`src/rtl/cpu_pkg.sv`:
```
// Shared CPU types and constants used by the instruction fetch stage.
package cpu_pkg;

    localparam int unsigned XLEN     = 32;
    localparam logic [31:0] NOP_WORD = 32'h0000_0000;
    localparam logic [31:0] PC_STEP  = 32'd4;

    typedef enum logic {
        RUN  = 1'b0,
        HALT = 1'b1
    } ifu_state_t;

    // IF/ID payload: latched instruction word and the PC+4 that goes with it
    typedef struct packed {
        logic [XLEN-1:0] inst;
        logic [XLEN-1:0] pc4;
    } if_id_t;

    // True when pc is word-aligned and its word index lies inside the ROM
    function automatic logic pc_in_range(input logic [XLEN-1:0] pc,
                                         input int unsigned     depth);
        return (pc[1:0] == 2'b00) && ({2'b00, pc[XLEN-1:2]} < 32'(depth));
    endfunction

endpackage

```
`src/rtl/if_id_reg.sv`:
```
// IF/ID pipeline register with synchronous reset, flush (bubble), load and hold.
module if_id_reg
    import cpu_pkg::*;
(
    input  logic   clk,
    input  logic   rst,
    input  logic   load,
    input  logic   flush,
    input  if_id_t d,
    output if_id_t q,
    output logic   valid
);

    // Reset and flush both leave a nop bubble; otherwise load or hold
    always_ff @(posedge clk) begin
        if (rst || flush) begin
            q     <= '{inst: NOP_WORD, pc4: '0};
            valid <= 1'b0;
        end else if (load) begin
            q     <= d;
            valid <= 1'b1;
        end
    end

endmodule

```
`src/rtl/inst_fetch_unit.sv`:
```
// Instruction fetch stage: PC register, next-PC mux, IF/ID latch and fetch counter.
// Define IFU_RANGE_CHECK_EN to enable the alignment/range fault and HALT state.
module inst_fetch_unit
    import cpu_pkg::*;
#(
    parameter logic [31:0] RESET_PC  = 32'h0000_0000,
    parameter int unsigned ROM_DEPTH = 256
) (
    input  logic        Clk,
    input  logic        Reset,
    output logic [31:0] InstAddr,
    input  logic [31:0] InstIn,
    input  logic        Stall,
    input  logic        BranchTaken,
    input  logic [31:0] BranchTarget,
    output logic [31:0] IfIdInst,
    output logic [31:0] IfIdPC4,
    output logic        IfIdValid,
    output logic [31:0] FetchCount
`ifdef IFU_RANGE_CHECK_EN
    ,
    output logic        FetchFault
`endif
);

`ifdef IFU_RANGE_CHECK_EN
    localparam bit CHECK_EN = 1'b1;
`else
    localparam bit CHECK_EN = 1'b0;
`endif

    ifu_state_t  state_q;
    ifu_state_t  state_d;
    logic [31:0] pc_q;
    logic [31:0] pc_plus4_c;
    logic [31:0] pc_next_c;
    logic        pc_fault_c;
    logic        pc_load_c;
    logic        ifid_load_c;
    logic        ifid_flush_c;
    logic        cnt_inc_c;
    logic [31:0] fetch_count_q;
    if_id_t      ifid_d;
    if_id_t      ifid_q;
    logic        ifid_valid_q;

    assign pc_plus4_c = pc_q + PC_STEP;

    // Redirect beats stall beats sequential advance
    always_comb begin
        pc_next_c = pc_plus4_c;
        if (BranchTaken) begin
            pc_next_c = BranchTarget;
        end else if (Stall) begin
            pc_next_c = pc_q;
        end
    end

    assign pc_fault_c = CHECK_EN && !pc_in_range(pc_next_c, ROM_DEPTH);

    // State register
    always_ff @(posedge Clk) begin
        if (Reset) begin
            state_q <= RUN;
        end else begin
            state_q <= state_d;
        end
    end

    // Next-state logic: a faulting next PC parks the unit until reset
    always_comb begin
        state_d = state_q;
        case (state_q)
            RUN:     if (pc_fault_c) state_d = HALT;
            HALT:    state_d = HALT;
            default: state_d = RUN;
        endcase
    end

    // Output/control decode
    always_comb begin
        pc_load_c    = 1'b0;
        ifid_load_c  = 1'b0;
        ifid_flush_c = 1'b0;
        cnt_inc_c    = 1'b0;
        case (state_q)
            RUN: begin
                if (pc_fault_c || BranchTaken) begin
                    pc_load_c    = 1'b1;
                    ifid_flush_c = 1'b1;
                end else if (!Stall) begin
                    pc_load_c   = 1'b1;
                    ifid_load_c = 1'b1;
                    cnt_inc_c   = 1'b1;
                end
            end
            default: ;
        endcase
    end

    always_ff @(posedge Clk) begin
        if (Reset) begin
            pc_q <= RESET_PC;
        end else if (pc_load_c) begin
            pc_q <= pc_next_c;
        end
    end

    always_ff @(posedge Clk) begin
        if (Reset) begin
            fetch_count_q <= '0;
        end else if (cnt_inc_c) begin
            fetch_count_q <= fetch_count_q + 32'd1;
        end
    end

    assign ifid_d = '{inst: InstIn, pc4: pc_plus4_c};

    if_id_reg u_if_id_reg (
        .clk   (Clk),
        .rst   (Reset),
        .load  (ifid_load_c),
        .flush (ifid_flush_c),
        .d     (ifid_d),
        .q     (ifid_q),
        .valid (ifid_valid_q)
    );

`ifdef IFU_RANGE_CHECK_EN
    logic fault_q;

    always_ff @(posedge Clk) begin
        if (Reset) begin
            fault_q <= 1'b0;
        end else begin
            fault_q <= (state_d == HALT);
        end
    end

    assign FetchFault = fault_q;
`endif

    assign InstAddr   = pc_q;
    assign IfIdInst   = ifid_q.inst;
    assign IfIdPC4    = ifid_q.pc4;
    assign IfIdValid  = ifid_valid_q;
    assign FetchCount = fetch_count_q;

endmodule

```
`config.mk`:
```
export PLATFORM = sky130hd
export DESIGN_NAME = inst_fetch_unit
export DESIGN_NICKNAME = d
export VERILOG_FILES = /design/src/rtl/cpu_pkg.sv /design/src/rtl/if_id_reg.sv /design/src/rtl/inst_fetch_unit.sv
export SDC_FILE = /design/constraint.sdc
export NUM_CORES = 1
export LEC_CHECK = 0
export ABC_AREA = 1
export CAP_MARGIN = 20
export CORE_ASPECT_RATIO = 0.75
export CORE_MARGIN = 2
export CORE_UTILIZATION = 35
export DETAILED_ROUTE_END_ITERATION = 10
export GPL_TIMING_DRIVEN = 0
export SYNTH_ARGS = -nofsm -noshare
export SYNTH_HDL_FRONTEND = slang
export SYNTH_SLANG_ARGS = --single-unit
```
`constraint.sdc`:
```
create_clock -name Clk -period 3 [get_ports Clk]
set_input_delay 0.6 -clock Clk [delete_from_list [all_inputs] [get_ports Clk]]
set_output_delay 0.6 -clock Clk [all_outputs]
set_load 0.03 [all_outputs]
```
==> results of run 1 <==
[power breakdown]
group | internal (mW) | switching, mW
sequential | 1.76 | 0.0481
clock | 1.74 | 0.845
combinational | 0.205 | 0.268
total | 3.70 | 1.16
[worst max-delay path by stage]
stage	from	end	slack (ns)
after detailed placement	Stall	u_if_id_reg.q[11]	0.56
after global placement	Stall	InstAddr[2]	0.56
after CTS	InstAddr[2]	InstAddr[2]	0.77
final	InstAddr[2]	InstAddr[2]	0.78
after floorplan	InstAddr[2]	u_if_id_reg.q[28]	1.33
after global routing	InstAddr[12]	InstAddr[12]	0.73
[layout make-up]
class,instances,area [um2],share of cell area
Buffer,35,159,0.0178
Clock buffer,17,425,0.0476
Clock inverter,15,302,0.0337
Inverter,99,372,0.0416
Multi-Input combinational cell,632,2870,0.322
Sequential cell,129,2580,0.289
Tap cell,215,269,0.0301
Timing Repair Buffer,195,1950,0.218
[kinds of logic (layout without fill, tap and decap cells)]
logic type	Yosys count	after routing	synth area share
buf+inv	134	361	0.0886
simple gates	468	468	0.333
fa+ha+maj	2	2	0.00418
flops	129	129	0.431
compound gates	153	153	0.130
xor+xnor	9	9	0.0132
[state kept, by name, summed over array words and instances (netlist names)]
name,cells
u_if_id_reg.q,64
InstAddr,32
u_if_id_reg.valid,1
FetchCount,32
[metrics by stage]
stage / power [mW] / setup slack [ns] / util
6_report: 4.86 / 0.784 / 0.533
5_1_grt: 5.03 / 0.731 / 0.533
4_1_cts: 4.90 / 0.770 / 0.533
3_5_place_dp: 2.31 / 0.563 / 0.489
3_3_place_gp: 2.31 / 0.558 / 0.489
2_1_floorplan: 2.07 / 1.33 / -
[placed cells by master (no fill, tap or decap), drive strengths merged]
master	n
o21a	1
nor3b	1
inv	102
clkbuf	35
clkinv	4
xor2	5
nand4	12
clkdlybuf4s50	195
bufinv	8
dfxtp	129
or2	1
buf	17
nor2	100
nand2	289
nand3	55
and2	2
a31oi	8
a21oi	99
xnor2	4
o21ai	45
nor3	7
nand3b	1
ha	2
[per-layer routing]
metal,GRT usage,up-vias,wire [um]
met5,0,-,0
met4,0.0599,0,244
met3,0.0839,22,2000
met2,0.317,237,8010
met1,0.318,2834,9960
li1,-,3285,-
==> results by group, run 1 <==
Status
  – Status: finished clean

CTS
  – Sink Count: 129
  – CTS root buf: clkbuf_16
  – CTS Buf Count: 17
  – CTS Buffer Depth: 2
  – CTS Hold Bufs: 0
  – Post-CTS resize count: 0
  – CTS tree: built
  – Post-CTS setup buffer count: 0
  – Reg clk slew, reported paths: 0.06 ns
  – Clk_lat worst skew: 0.42 ns
  – H-tree Lvls: 4

Critical path
  – Worst R2R Setup Slack: 1.15 ns
  – Crit path required time: 2.40 ns
  – Crit path largest cell delay: 0.75 ns
  – CP Cell Sequence: clkdlybuf4s50_1
  – Critical path's top delay family: buffers and inverters
  – Slowest cell on the critical path: clkdlybuf4s50_1
  – WS Path Type: reg -> out
  – Endpoint class of the critical path: output pin
  – Worst R2R End: InstAddr[24]
  – CP Data Arrival Time: 1.62 ns
  – Worst r2r path cells: 9
  – Reg-to-reg startpoint: InstAddr[2]
  – CP bufs+invs: 1
  – Crit path max fanout: 6
  – Levels on crit path: 1
  – Worst Setup Start Kind: flop

Worst hold path
  – Hold Crit Start: u_if_id_reg.q[60]
  – Hold Path Depth: 2
  – Hold Crit Class: reg -> reg
  – Hold path endpoint: u_if_id_reg.q[60]

STA
  – Max Slew Vio Count: 0
  – Final setup violation count: 0
  – Worst slew pin tran: 0.600 ns
  – Final Cycle Share: 0.739
  – Slew headroom: 0.600
  – Final min period: 2.22 ns
  – Final hold viol count: 0
  – Fmax: 0.451 GHz
  – RSZ-0062 raised after global routing: false
  – Post-Route Setup TNS: 0 ns
  – Hold slack: 0.460 ns
  – Fin Clk Skew: 0.00934 ns

Pwr
  – Worst VDD drop: 0.370 mV
  – Leak Pwr: 3.31 nW
  – Power per cell area: 544 nW/um2

Drt
  – Post-route DRC: 0
  – Antenna Nets Post-Route: 0
  – Routed WL per cell: 15.1 um
  – Vias per cell: 4.77
  – Via count: 6378
  – Detailed Route WL: 20200 um
  – DR pass1 iterations: 5
  – Starting DRT DRC Count: 439

Layout
  – Post-layout net count: 1179
  – Layout cells sized above 1: 0.0553
  – Diode count: 0
  – Area grow syn2layout: 49.2%
  – Fillers: 1664
  – Post-route insts no fill: 1337
  – Final instance area: 8930 um2

Placement
  – Placed Cells incl. Taps: 1305
  – DP HPWL: 15200 um
  – GP Congestion: 0.903
  – Placed Area: 8210 um2
  – Number of I/O port buffers: 195

Die
  – Die Ht: 117 um
  – I/O pin total: 197
  – Starting Density: 0.357
  – DIE WIDTH: 155 um
  – Num rows: 41
  – Die Area: 18200 um2
  – Core region area: 16800 um2

Logic synthesis
  – Ranking of synthesized cells by area: dfxtp_1, nand2_1, a21oi_1
  – Register area share after synthesis: 0.431
  – Post-synth cell types: 31
  – Yosys warnings: 0
  – Synth Instances: 895
  – Synth Cell Area: 5990 um2
  – Fraction of registers with async set/reset: 0
  – Post-synth top area share: 0.431
  – Commonest cells in the synthesized netlist: nand2_1, dfxtp_1, a21oi_1
  – FF+latch count, synth: 129
  – EDFF count, synth: 0
  – Most common cell in the synthesized netlist: nand2_1
  – Syn avg cell area: 6.69 um2
  – Ys flop type: dfxtp_1
  – Syn nets: 965
  – Area leader, netlist: dfxtp_1

GRT
  – Total gr overflow: 0
  – First-pass GRT wire length: 31300 um
  – All-Layer GR Usage: 0.224
  – Initial antenna violation count: 0
  – Pin count of the biggest net entering global routing: 17
  – Vias in the first global route: 5817

Job
  – Max-Cap Viols: 0
Power figures use the tool's default switching activity.
==> run 2, diff against run 1 <==
clock period = 2.1 ns   (was 3 ns; I/O delays follow)
==> results of run 2 <==
Same layout as run 1 (identical final DEF). Status: finished clean.
Main changes from that run: setup slack after placement 0.563 ns -> -0.157 ns; setup slack after layout 0.784 ns -> 0.0640 ns; hold slack 0.460 ns -> 0.368 ns; register-to-register setup slack 1.15 ns -> 0.25 ns; end point of the worst hold path u_if_id_reg.q[60] -> InstAddr[0]; total power 4.86 mW -> 6.95 mW; worst IR drop on VDD 0.370 mV -> 0.529 mV
